--- config.mk ---
export PLATFORM = sky130hd
export DESIGN_NAME = uart_hex_tx
export DESIGN_NICKNAME = d
export VERILOG_FILES = /design/src/rtl/uart_hex_tx.sv
export SDC_FILE = /design/constraint.sdc
export NUM_CORES = 1
export LEC_CHECK = 0
export CAP_MARGIN = 10
export CORE_MARGIN = 8
export CORE_UTILIZATION = 60
export DETAILED_ROUTE_END_ITERATION = 6
export PLACE_DENSITY_LB_ADDON = 0.2
export SLEW_MARGIN = 10
export SYNTH_ARGS = -nofsm -noshare
export SYNTH_HDL_FRONTEND = slang
export SYNTH_SLANG_ARGS = --single-unit
--- constraint.sdc ---
create_clock -name i_Clk -period 3.95 [get_ports i_Clk]
set_input_delay 1.185 -clock i_Clk [delete_from_list [all_inputs] [get_ports i_Clk]]
set_output_delay 1.185 -clock i_Clk [all_outputs]
set_load 0.005 [all_outputs]
--- src/rtl/uart_hex_tx.sv ---
// Byte-to-ASCII-hex UART transmitter: prints one accepted byte as two uppercase
// hex characters (optionally followed by CR LF) on an 8N1 serial line.
module uart_hex_tx #(
    parameter int unsigned CLKS_PER_BIT = 217,
    parameter int unsigned SEND_CRLF    = 1
) (
    input  logic       i_Clk,
    input  logic       i_Reset,
    input  logic       i_Byte_DV,
    input  logic [7:0] i_Byte,
    output logic       o_Ready,
    output logic       o_TX_Serial,
    output logic       o_TX_Active,
    output logic       o_Done
);

    localparam int unsigned   CW        = (CLKS_PER_BIT > 1) ? $clog2(CLKS_PER_BIT) : 1;
    localparam logic [CW-1:0] BAUD_LAST = CW'(CLKS_PER_BIT - 1);
    localparam logic [1:0]    LAST_IDX  = (SEND_CRLF != 0) ? 2'd3 : 2'd1;

    localparam logic [1:0] IDLE  = 2'd0;
    localparam logic [1:0] START = 2'd1;
    localparam logic [1:0] DATA  = 2'd2;
    localparam logic [1:0] STOP  = 2'd3;

    logic [1:0]    state;
    logic [7:0]    hold_byte;
    logic [1:0]    char_idx;
    logic [2:0]    bit_idx;
    logic [CW-1:0] baud_cnt;
    logic          done;
    logic [7:0]    cur_char;
    logic          serial;
    logic          baud_end;

    function automatic logic [7:0] hex_ascii(input logic [3:0] n);
        return (n < 4'd10) ? (8'h30 + {4'h0, n}) : (8'h37 + {4'h0, n});
    endfunction

    always_comb begin
        cur_char = 8'h0D;
        case (char_idx)
            2'd0:    cur_char = hex_ascii(hold_byte[7:4]);
            2'd1:    cur_char = hex_ascii(hold_byte[3:0]);
            2'd2:    cur_char = 8'h0D;
            default: cur_char = 8'h0A;
        endcase
    end

    // Line is decoded from registered state, so an async reset forces it high at once.
    always_comb begin
        serial = 1'b1;
        case (state)
            START:   serial = 1'b0;
            DATA:    serial = cur_char[bit_idx];
            default: serial = 1'b1;
        endcase
    end

    assign baud_end = (baud_cnt == BAUD_LAST);

    always_ff @(posedge i_Clk or negedge i_Reset) begin
        if (!i_Reset) begin
            state     <= IDLE;
            hold_byte <= '0;
            char_idx  <= '0;
            bit_idx   <= '0;
            baud_cnt  <= '0;
            done      <= 1'b0;
        end else begin
            done <= 1'b0;
            case (state)
                IDLE: begin
                    baud_cnt <= '0;
                    bit_idx  <= '0;
                    if (i_Byte_DV) begin
                        hold_byte <= i_Byte;
                        state     <= START;
                    end
                end
                START: begin
                    if (baud_end) begin
                        baud_cnt <= '0;
                        bit_idx  <= '0;
                        state    <= DATA;
                    end else begin
                        baud_cnt <= baud_cnt + 1'b1;
                    end
                end
                DATA: begin
                    if (baud_end) begin
                        baud_cnt <= '0;
                        bit_idx  <= bit_idx + 3'd1;
                        if (bit_idx == 3'd7) begin
                            state <= STOP;
                        end
                    end else begin
                        baud_cnt <= baud_cnt + 1'b1;
                    end
                end
                STOP: begin
                    if (baud_end) begin
                        baud_cnt <= '0;
                        if (char_idx < LAST_IDX) begin
                            char_idx <= char_idx + 2'd1;
                            state    <= START;
                        end else begin
                            char_idx <= '0;
                            done     <= 1'b1;
                            state    <= IDLE;
                        end
                    end else begin
                        baud_cnt <= baud_cnt + 1'b1;
                    end
                end
                default: state <= IDLE;
            endcase
        end
    end

    assign o_Ready     = (state == IDLE);
    assign o_TX_Active = (state != IDLE);
    assign o_TX_Serial = serial;
    assign o_Done      = done;

endmodule
==> reports/metrics.csv, run 1 <==
stage,metric,value,unit
detailed_routing,wl_per_cell,15.81,um
yosys,synthArstFlopShare,100.0,%
yosys,yosys_warnings,0,
yosys,synthXorXnorAreaFrac,5.048,%
setup_path,max_stage_delay,0.55,ns
yosys,syn_nets,184,
clock_tree,htree_levels,1,
yosys,synth_edf_count,0,
setup_path,startpoint,char_idx[0],
detailed_routing,first_pass_iters,4,
global_route,overflow,0,
global_route,grt_pass1_wl,5547,um
min_path,hold_path_class,register to register,
setup_path,path_cells,"inv_1, ha_2, inv_1, or4_1, nand3_1, a21oi_1, a211oi_1, clkdlybuf4s50_1",
setup_path,cp_data_arrival_time,2.62,ns
placement,hpwl,2523,um
floorplanning,die_area,4491,um^2
floorplanning,core_area,2477,um^2
setup_path,reg2reg_slack,2.06,ns
timing,holdWs,0.5432,ns
detailed_routing,wl,3242,um
yosys,yosys.area_share.adder,11.22,%
timing,clock-skew-final,0.009148,ns
yosys,synth-main-ff-cell,dfrtp_1,
floorplanning,dieWidth,67.02,um
timing,worst_pin_slew,0.4873,ns
floorplanning,die_h,67.02,um
clock_tree,cts_tree,built,
clock_tree,cts_buffers,3,
timing,setup_viol,0,
yosys,synthMuxAreaShare,9.375,%
placement,place.gp.congestion,0.8969,
cells_and_area,multi_input_area,897.1,um^2
yosys,ys_types,38,
clock_tree,clk_pin_slew_worst_paths,0.13,ns
clock_tree,ctsResizeCount,0,
pwr,peakVddDrop,0.0004908,V
yosys,synth-simple-area-share,18.43,%
cells_and_area,drive_gt1_share,12.00,%
timing,slew_headroom,67.41,%
setup_path,worstSetupPathType,register to output pin,
clock_tree,postCtsSetupRepairBufs,0,
cells_and_area,layout.cells.non_filler,205,
global_route,grt_pass1_vias,1182,
setup_path,cpMaxStageDelayCell,clkdlybuf4s50_1,
setup_path,path_common_cell,inv_1,
cells_and_area,stdcell_area,1769,um^2
floorplanning,initial_utilization,63.03,%
yosys,netlist_instances,159,
min_path,holdPathEnd,baud_cnt[0],
setup_path,reg2regPathDepth,7,
run_status,outcome,finished clean,
yosys,syn-cell-area,1561,um^2
setup_path,cp.required,2.76,ns
setup_path,critPathCaptureType,output pin,
pwr,p_total,1.091,mW
timing,max_freq,262.6,MHz
placement,pre_cts_ws,0.4305,ns
floorplanning,fp-row-count,18,
yosys,ys_ff_latch,24,
timing,min_period,3.808,ns
pwr,p_leak,0.8337,nW
timing,finalHoldViolations,0,
clock_tree,clk_latency,0.31,ns
yosys,synth-compound-area-share,13.22,%
cells_and_area,antenna_cells,0,
setup_path,start_kind,register,
detailed_routing,drt_iter0_drc,55,
yosys,syn_area_per_cell,9.821,um^2
clock_tree,root_buffer,clkbuf_4,
detailed_routing,detail-route-antenna-nets,0,
yosys,synth_top_area_cell,dfrtp_1,
placement,io_buffers,14,
cells_and_area,fillers,199,
min_path,worstHoldStart,baud_cnt[0],
detailed_routing,vias_per_cell,5.854,
detailed_routing,vias,1200,
yosys,yosysSeqAreaShare,38.46,%
setup_path,timing.rr.start,baud_cnt[0],
timing,fin_setup_tns,0,ns
yosys,synth_top_area_share,38.46,%
pwr,power_density,616.4,nW/um^2
clock_tree,clk_path_buf_depth,2,
timing,finalCritPeriodShare,96.41,%
detailed_routing,remaining_drc_errors,0,
min_path,hold-path-cell-count,1,
cells_and_area,layout.nets,202,
cells_and_area,mostFrequentLayoutCells,"dfrtp_1 (24), inv_1 (15), clkdlybuf4s50_1 (14), nand2_1 (13), ha_1 (13)",
placement,placed_cells,201,
placement,post_dp_cell_area,1729,um^2
clock_tree,holdBufCountCts,0,
cells_and_area,syn_to_final_growth,13.30,%
global_route,grtUsageTotal,15.96,%
clock_tree,cts_sinks,24,
setup_path,worstReg2RegEnd,state[1],
yosys,synth_top_family_by_area,simple AND/OR/NAND/NOR gates,
timing,fin_ws,0.1417,ns
floorplanning,num_io_pins,15,
job,maxCapViolations,0,
global_route,antenna_found_initial,0,
timing,slew_violations,0,
cells_and_area,seq_area,600.6,um^2
cells_and_area,finalCoreUtilization,71.41,%
timing,rsz0062_at_grt,no,
yosys,synthTopCellsByArea,"dfrtp_1 (38%), ha_1 (11%), mux2_2 (6.5%)",
cells_and_area,layout_commonest_cell,dfrtp_1,
global_route,grt_start_max_net_pins,25,
setup_path,cp_max_fo,8,
layout make-up:
cell class              count  area share [%]
multi-input cells         118           50.71
flip-flops and latches     24           33.95
repair buffers             15           8.769
inverters                  15           3.182
well taps                  30           2.122
clock buffers               3           1.273
Yosys cell counts (4+ instances only):
| cell | count |
|---|---|
| nand3_1 | 8 |
| nand2_1 | 13 |
| o21ai_0 | 8 |
| xnor2_1 | 4 |
| ha_1 | 14 |
| nor2_1 | 12 |
| xor2_1 | 5 |
| inv_1 | 15 |
| nand2b_1 | 5 |
| dfrtp_1 | 24 |
| a31oi_1 | 4 |
| a21oi_1 | 5 |
| mux2_2 | 9 |
power breakdown:
part           internal, mW  leakage, nW  switching, mW
clock network        0.0357       0.0138         0.0710
registers             0.316        0.309         0.0990
logic                 0.297        0.511          0.272
total                 0.649        0.834          0.442
worst max-delay path, delay by kind of cell, from the launching register on:
kind                       cells  cell delay [ns]
AOI/OAI and AO/OA              2             0.30
adders and majority gates      1             0.26
buffers and inverters          3             0.70
DFF                            1             0.45
and+or+nand+nor                2             0.61
state kept, by name, indices dropped and copies added (netlist names):
| register | count |
|---|---|
| bit_idx | 3 |
| hold_byte | 8 |
| o_Done | 1 |
| state | 2 |
| baud_cnt | 8 |
| char_idx | 2 |
kinds of logic after synthesis:
kind of cell	count (synthesis)
AO/OA/AOI/OAI	30
AND/OR/NAND/NOR	52
flip-flops	24
multiplexers	13
XOR/XNOR	9
adder cells (fa/ha/maj)	14
buffers and inverters	17
routing by layer:
metal | global-route usage, % | share of wire (%) | up-vias
met2 | 25.57 | 47 | 27
met1 | 20.44 | 47 | 577
met5 | 0 | 0 | -
met3 | 3.691 | 3.9 | 6
met4 | 5.744 | 1.9 | 0
li1 | - | - | 590
worst max-delay path by stage:
stage / to / slack [ns]
finish: o_TX_Serial / 0.14
global route: o_TX_Serial / 0.003
CTS: o_TX_Serial / 0.07
detailed placement: o_TX_Serial / 0.43
global placement: o_TX_Serial / 0.55
floorplan: o_TX_Serial / 1.11
(Power assumes the default switching activity.)
==> run 2: changes to the inputs <==
- SKIP_LAST_GASP: not set -> 1
==> results of run 2 <==
Same layout as run 1: the final DEF is identical, and so are final timing and power.
==> run 3: changes to the inputs <==
- GPL_ROUTABILITY_DRIVEN: not set -> 0
==> run 3 against run 2 <==
  * Critical path depth is the same
  * Final area shrank 1.1%
  * Sequential power is essentially flat
  * Fmax grew 1.1%
  * Register-to-register slack lost 0.04 ns
  * Flip-flop and latch count is the same
  * Cell count shrank 0.49%
  * Die area is the same
  * Clock skew shrank 0.0018 ns
  * Critical path type unchanged
  * Critical endpoint unchanged
  * Highest routed layer unchanged
==> reports/metrics.csv, run 3 (synthesis results as in run 1) <==
stage,metric,value,unit,change
cells_and_area,drive_gt1_share,12.07,%,+0.069 points
timing,clock-skew-final,0.007312,ns,-0.001835 ns
cells_and_area,antenna_cells,0,,unchanged
job,maxCapViolations,0,,unchanged
setup_path,reg2reg_slack,2.02,ns,-0.04 ns
setup_path,timing.rr.start,baud_cnt[0],,
timing,rsz0062_at_grt,no,,
timing,max_freq,265.5,MHz,+1.1%
placement,io_buffers,14,,unchanged
run_status,outcome,finished clean,,
clock_tree,clk_path_buf_depth,2,,unchanged
setup_path,worstSetupPathType,register to output pin,,
setup_path,cp_data_arrival_time,2.58,ns,-0.04 ns
timing,setup_viol,0,,unchanged
placement,hpwl,2530,um,+0.28%
clock_tree,clk_latency,0.31,ns,about the same
clock_tree,htree_levels,1,,unchanged
floorplanning,num_io_pins,15,,unchanged
clock_tree,postCtsSetupRepairBufs,0,,unchanged
clock_tree,clk_pin_slew_worst_paths,0.12,ns,about the same
setup_path,startpoint,char_idx[0],,
setup_path,cp.required,2.76,ns,about the same
detailed_routing,remaining_drc_errors,0,,unchanged
detailed_routing,first_pass_iters,4,,unchanged
detailed_routing,vias,1234,,+2.8%
cells_and_area,mostFrequentLayoutCells,"dfrtp_1 (24), inv_1 (15), nand2_1 (13), ha_1 (13), clkdlybuf4s50_1 (13)",,
detailed_routing,detail-route-antenna-nets,0,,unchanged
pwr,power_density,621.8,nW/um^2,+0.88%
timing,fin_setup_tns,0,ns,unchanged
setup_path,start_kind,register,,
floorplanning,fp-row-count,18,,unchanged
timing,worst_pin_slew,0.5367,ns,+0.04940 ns
global_route,antenna_found_initial,0,,unchanged
timing,finalHoldViolations,0,,unchanged
pwr,peakVddDrop,0.0004827,V,-1.6%
global_route,grtUsageTotal,16.72,%,+0.76 points
floorplanning,die_area,4491,um^2,unchanged
min_path,hold_path_class,register to register,,
timing,finalCritPeriodShare,95.37,%,-1.0 points
setup_path,cp_max_fo,8,,unchanged
setup_path,reg2regPathDepth,7,,unchanged
cells_and_area,layout_commonest_cell,dfrtp_1,,
pwr,p_leak,0.8263,nW,-0.89%
detailed_routing,wl_per_cell,16.14,um,+2.0%
detailed_routing,drt_iter0_drc,169,,+210%
cells_and_area,layout.nets,201,,-0.50%
setup_path,crit_end,o_TX_Serial,,
cells_and_area,top_regs,"baud_cnt: 8 flops, hold_byte: 8 flops, bit_idx: 3 flops",,
clock_tree,root_buffer,clkbuf_4,,
global_route,grt_pass1_wl,5809,um,+4.7%
timing,min_period,3.767,ns,-0.04116 ns
global_route,grt_start_max_net_pins,25,,unchanged
detailed_routing,vias_per_cell,6.049,,+3.3%
global_route,overflow,0,,unchanged
floorplanning,core_area,2477,um^2,unchanged
clock_tree,cts_sinks,24,,unchanged
placement,placed_cells,201,,unchanged
clock_tree,cts_buffers,3,,unchanged
floorplanning,dieWidth,67.02,um,unchanged
clock_tree,cts_tree,built,,
setup_path,worstReg2RegEnd,state[0],,
floorplanning,initial_utilization,63.03,%,unchanged
timing,slew_violations,0,,unchanged
setup_path,critPathCaptureType,output pin,,
cells_and_area,layout.cells.non_filler,204,,-0.49%
floorplanning,die_h,67.02,um,unchanged
cells_and_area,syn_to_final_growth,12.02,%,
global_route,grt_pass1_vias,1233,,+4.3%
pwr,p_total,1.088,mW,-0.27%
detailed_routing,wl,3292,um,+1.5%
timing,slew_headroom,64.22,%,-3.2 points
-- run 3: worst min-delay path by stage --
stage,slack [ns],depth (start not counted),end,from
finish,0.54,1,baud_cnt[0],baud_cnt[0]
global placement,0.52,1,baud_cnt[0],baud_cnt[0]
detailed placement,0.52,1,baud_cnt[0],baud_cnt[0]
floorplan,0.48,1,baud_cnt[0],baud_cnt[0]
CTS,0.54,1,baud_cnt[0],baud_cnt[0]
global route,0.57,1,baud_cnt[0],baud_cnt[0]
-- run 3: where the power goes --
part / internal (mW) / leakage [nW] / switching, mW
Sequential: 0.316 / 0.309 / 0.100
Clock: 0.0356 / 0.0138 / 0.0668
Combinational: 0.294 / 0.504 / 0.275
Total: 0.646 / 0.826 / 0.441
-- run 3: area by class of cell --
cell class | count | area [um^2]
multi-input cells | 118 | 897.1
fillers | 195 | 728.2
flip-flops and latches | 24 | 600.6
repair buffers | 14 | 135.1
inverters | 15 | 56.30
well taps | 30 | 37.54
clock buffers | 3 | 22.52
-- run 3: repair_timing --
| action | in CTS | in global routing |
|---|---|---|
| hold buffers | 0 | 0 |
| hold endpoints to repair | 0 | 0 |
| endpoints found under the setup margin | 0 | 1 |
| gates resized for setup | 0 | 1 |
-- run 3: metrics by stage --
stage	setup WS (ns)	instance area (um^2)	hold WS [ns]	util (%)
finish	0.1829	1749	0.5404	70.61
global route	0.07485	1749	0.5698	70.61
CTS	0.1430	1752	0.5398	70.71
detailed placement	0.4984	1729	0.5220	69.80
global placement	0.5639	1729	0.5176	69.80
floorplan	1.113	1562	0.4838	-
-- run 3: routing by layer --
metal | vias up | share of wire [%] | global-route usage, %
li1 | 590 | - | -
met1 | 588 | 46 | 21.51
met2 | 46 | 46 | 27.00
met3 | 10 | 5.9 | 2.852
met4 | 0 | 2.1 | 6.789
met5 | - | 0 | 0
-- run 3: worst max-delay path, cell delays in order (launching register included) --
cell and delay, ns:
dfrtp_1 0.44, inv_1 0.10, ha_2 0.26, inv_1 0.06, or4_1 0.50, nand3_1 0.09
a21oi_1 0.07, a211oi_1 0.22, clkdlybuf4s50_1 0.54
